--- src/rtl/cim_pkg.sv ---
// Shared constants, FSM encoding and helpers for the CIM weight loader.
// The optional parity check is enabled with the CIM_WL_PARITY_EN macro.
package cim_pkg;

  localparam int CIM_DATA_W    = 24;
  localparam int CIM_ROWS      = 8;
  localparam int CIM_SETUP_CYC = 1;
  localparam int CIM_PULSE_CYC = 1;
  localparam int CIM_HOLD_CYC  = 1;

  typedef enum logic [2:0] {
    IDLE  = 3'd0,
    WAIT  = 3'd1,
    SETUP = 3'd2,
    PULSE = 3'd3,
    HOLD  = 3'd4,
    DONE  = 3'd5
  } cim_state_e;

  function automatic int cim_max3(input int a, input int b, input int c);
    int m;
    m = (a > b) ? a : b;
    return (m > c) ? m : c;
  endfunction

endpackage

--- src/rtl/cim_wl_timer.sv ---
// Loadable down-counter shared by the SETUP, PULSE and HOLD phases.
// expired is high while the count sits at zero, i.e. in the last cycle of a phase.
module cim_wl_timer #(
  parameter int CNT_W = 2
) (
  input  logic             clk,
  input  logic             rst,
  input  logic             load,
  input  logic [CNT_W-1:0] load_val,
  output logic             expired
);

  logic [CNT_W-1:0] cnt;

  always_ff @(posedge clk) begin
    if (rst) begin
      cnt <= '0;
    end else if (load) begin
      cnt <= load_val;
    end else if (cnt != '0) begin
      cnt <= cnt - 1'b1;
    end
  end

  assign expired = (cnt == '0);

endmodule

--- src/rtl/cim_weight_loader.sv ---
// Write sequencer for the two-bank CIM weight array: setup/strobe/hold per row.
// Define CIM_WL_PARITY_EN to add the in_parity input and the sticky par_err output.
module cim_weight_loader
  import cim_pkg::*;
#(
  parameter int DATA_W    = CIM_DATA_W,
  parameter int ROWS      = CIM_ROWS,
  parameter int SETUP_CYC = CIM_SETUP_CYC,
  parameter int PULSE_CYC = CIM_PULSE_CYC,
  parameter int HOLD_CYC  = CIM_HOLD_CYC
) (
  input  logic                    clk,
  input  logic                    rst,
  input  logic                    start,
  input  logic                    bank_sel,
  input  logic                    both_banks,
  input  logic                    in_valid,
  output logic                    in_ready,
  input  logic [DATA_W-1:0]       in_data,
`ifdef CIM_WL_PARITY_EN
  input  logic                    in_parity,
  output logic                    par_err,
`endif
  output logic [DATA_W-1:0]       D,
  output logic [ROWS-1:0]         WA0,
  output logic [ROWS-1:0]         WA1,
  output logic                    busy,
  output logic                    done,
  output logic [$clog2(ROWS)-1:0] row_idx,
  output logic                    bank_idx
);

  localparam int ROW_W = $clog2(ROWS);
  localparam int TMR_W = $clog2(cim_max3(SETUP_CYC, PULSE_CYC, HOLD_CYC)) + 1;

  cim_state_e       state;
  logic             both_r;
  logic             second_r;
  logic             word_ok;
  logic             accept;
  logic             last_row;
  logic             tmr_load;
  logic             tmr_exp;
  logic [TMR_W-1:0] tmr_val;
  logic [ROWS-1:0]  row_strobe;

`ifdef CIM_WL_PARITY_EN
  assign word_ok = ~(^{in_data, in_parity});
`else
  assign word_ok = 1'b1;
`endif

  assign accept     = in_valid & in_ready;
  assign last_row   = (row_idx == ROW_W'(ROWS - 1));
  assign row_strobe = ROWS'(1) << row_idx;

  // Each phase loads its length minus one so expiry lands on the phase's final cycle.
  always_comb begin
    tmr_load = 1'b0;
    tmr_val  = '0;
    case (state)
      WAIT:  if (accept && word_ok) begin
               tmr_load = 1'b1;
               tmr_val  = TMR_W'(SETUP_CYC - 1);
             end
      SETUP: if (tmr_exp) begin
               tmr_load = 1'b1;
               tmr_val  = TMR_W'(PULSE_CYC - 1);
             end
      PULSE: if (tmr_exp) begin
               tmr_load = 1'b1;
               tmr_val  = TMR_W'(HOLD_CYC - 1);
             end
      default: ;
    endcase
  end

  cim_wl_timer #(
    .CNT_W    (TMR_W)
  ) u_timer (
    .clk      (clk),
    .rst      (rst),
    .load     (tmr_load),
    .load_val (tmr_val),
    .expired  (tmr_exp)
  );

  always_ff @(posedge clk) begin
    if (rst) begin
      state    <= IDLE;
      D        <= '0;
      WA0      <= '0;
      WA1      <= '0;
      in_ready <= 1'b0;
      busy     <= 1'b0;
      done     <= 1'b0;
      row_idx  <= '0;
      bank_idx <= 1'b0;
      both_r   <= 1'b0;
      second_r <= 1'b0;
`ifdef CIM_WL_PARITY_EN
      par_err  <= 1'b0;
`endif
    end else begin
      done <= 1'b0;
      case (state)
        IDLE: if (start) begin
                bank_idx <= bank_sel;
                both_r   <= both_banks;
                second_r <= 1'b0;
                row_idx  <= '0;
                busy     <= 1'b1;
                in_ready <= 1'b1;
                state    <= WAIT;
`ifdef CIM_WL_PARITY_EN
                par_err  <= 1'b0;
`endif
              end
        // A rejected word is swallowed here; ready stays high for its replacement.
        WAIT: if (accept) begin
                if (word_ok) begin
                  D        <= in_data;
                  in_ready <= 1'b0;
                  state    <= SETUP;
                end
`ifdef CIM_WL_PARITY_EN
                if (!word_ok) par_err <= 1'b1;
`endif
              end
        SETUP: if (tmr_exp) begin
                 if (bank_idx) WA1 <= row_strobe;
                 else          WA0 <= row_strobe;
                 state <= PULSE;
               end
        PULSE: if (tmr_exp) begin
                 WA0   <= '0;
                 WA1   <= '0;
                 state <= HOLD;
               end
        HOLD: if (tmr_exp) begin
                if (last_row && (second_r || !both_r)) begin
                  done  <= 1'b1;
                  busy  <= 1'b0;
                  state <= DONE;
                end else begin
                  if (last_row) begin
                    row_idx  <= '0;
                    bank_idx <= ~bank_idx;
                    second_r <= 1'b1;
                  end else begin
                    row_idx  <= row_idx + 1'b1;
                  end
                  in_ready <= 1'b1;
                  state    <= WAIT;
                end
              end
        DONE:    state <= IDLE;
        default: state <= IDLE;
      endcase
    end
  end

endmodule

--- config.mk ---
export PLATFORM = sky130hd
export DESIGN_NAME = cim_weight_loader
export DESIGN_NICKNAME = d
export VERILOG_FILES = /design/src/rtl/cim_pkg.sv /design/src/rtl/cim_wl_timer.sv /design/src/rtl/cim_weight_loader.sv
export SDC_FILE = /design/constraint.sdc
export NUM_CORES = 1
export LEC_CHECK = 0
export ABC_CLOCK_PERIOD_IN_PS = 2000
export BUFFER_PORTS_ARGS = -buffer_cell sky130_fd_sc_hd__buf_2
export CAP_MARGIN = 20
export CORE_MARGIN = 1.5
export CORE_UTILIZATION = 51
export CTS_BUF_LIST = sky130_fd_sc_hd__clkbuf_2 sky130_fd_sc_hd__clkbuf_4 sky130_fd_sc_hd__clkbuf_8
export DETAILED_ROUTE_END_ITERATION = 8
export PLACE_DENSITY = 0.85
export SLEW_MARGIN = 15
export SYNTH_ARGS = -nofsm -noshare
export SYNTH_HDL_FRONTEND = slang
export SYNTH_SLANG_ARGS = --single-unit
--- constraint.sdc ---
create_clock -name clk -period 2 [get_ports clk]
set_clock_uncertainty 0.1 [all_clocks]
set_input_delay 0 -clock clk [delete_from_list [all_inputs] [get_ports clk]]
set_output_delay 0 -clock clk [all_outputs]
set_load 0.01 [all_outputs]
==> flow_metrics.tcl <==
set metrics [dict create \
    status "finished clean" \
    post-route-period-util_pct 91.5 \
    cpPeakStageDelay_ns 0.35 \
    setup_viol 0 \
    synth-edff-count 0 \
    worstSetupStartpointType "flop" \
    fmax_mhz 546 \
    grt_pass1_vias 1886 \
    firstDrtPassIters 4 \
    antenna_found_initial 0 \
    initial_utilization_pct 53.7 \
    fillers 285 \
    seqCellArea_um2 1060 \
    wl_mm 5.39 \
    ff2ff_setup_slack_ns 0.17 \
    cts_tree "yes" \
    worstSetupEndpointType "flop" \
    path_max_fanout 5 \
    final_hold_viol_count 0 \
    core_um2 4030 \
    die_h_um 68.2 \
    dp.cells 363 \
    p_leak_nw 1.37 \
    drv_slew 0 \
    grt_usage_pct 24.0 \
    worstPathCellList "ha_1 > ha_1 > and2_1 > a221oi_2 > buf_4 > nand3_1 > o31ai_1" \
    relSlewSlack_pct 58.4 \
    yosys_warnings 0 \
    multi_input_comb_area_um2 1010 \
    gr-total-overflow 0 \
    switching_power_uw 633 \
    irDropWorstVdd_v 0.000513 \
    worstHoldEndpoint "busy" \
    synth.top_cell.area_share_pct 49.0 \
    clkTransAtPathRegs_ns 0.09 \
    grt_pass1_wl_mm 8.31 \
    holdWs_ns 0.0368 \
    synth-seq-cells 53 \
    ys_seq_area_share_pct 49.0 \
    ios 77 \
    hold_depth 5 \
    final_cells 397 \
    rsz0062_at_grt "no" \
    postCtsSetupBuffers 0 \
    portBuffers 76 \
    min_path_type "primary input to flop" \
    setup-tns-final_ns 0 \
    min_period_ns 1.83 \
    pwr-share-seq_pct 51.8 \
    clk_latency_ns 0.31 \
    synth_ff_type "dfxtp_1" \
    die_w_um 68.2 \
    setup_ws_ns 0.169 \
    dieArea_um2 4640 \
    clockBufferDepth 2 \
    nets 382 \
    pwr-share-clk_pct 28.7 \
    tightest_slew_ns 0.624 \
    worstSetupPathDepth 7 \
    critPathArrivalTime_ns 1.95 \
    rr_endpoint "row_idx[0]" \
    path_class "flop to flop" \
    vias 2061 \
    most-common-layout-cells "buf_2 (76), dfxtp_1 (53), nand2_1 (50), a21oi_1 (29)" \
    place.detailed.hpwl_mm 3.40 \
    num_rows 23 \
    cp.required_ns 2.12 \
    layout_commonest_cell "buf_2" \
    dp_slack_ns 0.204 \
    power_frac_comb_pct 19.5 \
    synth_area_um2 2160 \
    synth_area_leaders "dfxtp_1 (49%), nand2_1 (8.7%), mux2i_1 (8.3%)" \
    path_common_cell "ha_1" \
    drive_gt1_share_pct 27.7 \
    drc_errors 0 \
    drtIter0Drc 147 \
    cts_inserted_buffers 5 \
    synth.largest_area_cell "dfxtp_1" \
    worst-r2r-cell-count 7 \
    place_congestion 0.832 \
    timing.rr.start "row_idx[0]" \
    ant_nets 0 \
    clock-root-buffer "clkbuf_8" \
    via_per_inst 5.19 \
    critPathBufInv 1 \
    synth_cell_type_count 36 \
    antenna_cells 0 \
    min_from "start" \
    cts.sink_count 53 \
    area_growth_syn_to_layout_pct 35.8 \
    swShare_pct 27.8 \
    cts_htree_levels 2 \
    max_cap_viol_count 0 \
    synthArstFlopShare_pct 0 \
    powerDensity_nw_per_um2 774 \
    synth_cells 246 \
    grt_max_degree 36 \
    critPathSlowestCell "dfxtp_1" \
    synth_fp_nets 282 \
    power.internal_mw 1.64 \
    path_delay_family "adder cells" \
    postSynthAreaPerCell_um2 8.80 \
    wl_per_cell_um 13.6 \
]
==> repair_timing <==
| item | CTS | global route |
|---|---|---|
| resized for setup | 0 | 0 |
| endpoints found under the hold margin | 26 | 0 |
| hold buffers | 26 | 0 |
==> sequential cells by signal, indices dropped and copies added (netlist names), 3 cells and up <==
register / cells
D: 24
WA0: 8
WA1: 8
row_idx: 3
state: 3
==> worst max-delay path by stage <==
stage               startpoint          to  slack [ns]
floorplan           row_idx[0]  row_idx[2]        0.11
global route        row_idx[0]  row_idx[0]        0.03
global placement    row_idx[0]    in_ready        0.26
CTS                 row_idx[0]  row_idx[0]        0.16
finish              row_idx[0]  row_idx[0]        0.17
detailed placement  row_idx[0]  row_idx[0]        0.20
==> through the flow <==
stage,utilization (%),power [mW],instance area [um^2]
after CTS,73.0,2.28,2940
after global placement,64.0,1.59,2580
after detailed placement,64.0,1.60,2580
after global routing,73.0,2.38,2940
after floorplan,-,1.48,2160
final,73.0,2.27,2940
==> cell families (layout without fill, tap and decap cells) <==
kind of cell	after synthesis	after routing	share of synthesized area, %
AND/OR/NAND/NOR	107	107	22.9
flip-flops	53	53	49.0
AO/OA/AOI/OAI	41	41	11.8
buffers and inverters	20	121	4.34
multiplexers	18	18	8.32
adder cells (fa/ha/maj)	6	6	3.47
other	1	1	0.173
==> tightest hold or removal path, cell delays in order <==
cell and delay (ns):
buf_2 0.11, nand2b_4 0.09, nor2_1 0.08, inv_1 0.06
a21oi_1 0.05
==> final cells by class <==
class | instances | share of cell area [%]
inverter | 5 | 0.639
clock inverter | 1 | 0.170
clock buffer | 7 | 3.28
tap | 50 | 2.13
timing repair buffer | 108 | 23.3
sequential | 53 | 36.1
multi-input combinational | 173 | 34.4
==> power groups by stage <==
stage | clock, mW | combinational (mW) | sequential, mW
finish | 0.653 | 0.443 | 1.18
global route | 0.706 | 0.483 | 1.19
CTS | 0.664 | 0.438 | 1.18
detailed placement | 0 | 0.397 | 1.20
global placement | 0 | 0.388 | 1.20
floorplan | 0 | 0.292 | 1.19
==> synthesized netlist by cell type (3+ instances only) <==
master    instances
buf_2             6
a21oi_1          29
inv_1             5
nand2_1          50
ha_1              6
mux2i_1          18
nor2_1           26
nand3_1           3
and3_1            6
and2_1            4
nand2b_1          3
nor3_1            4
clkbuf_1          7
dfxtp_1          53
==> per-layer routing <==
| layer | up-vias | wire, um | GRT usage [%] |
|---|---|---|---|
| li1 | 1025 | - | - |
| met1 | 947 | 2110 | 26.8 |
| met2 | 74 | 2830 | 41.9 |
| met3 | 15 | 309 | 7.24 |
| met4 | 0 | 142 | 10.5 |
| met5 | - | 0 | 0 |
Power figures use the tool's default switching activity.
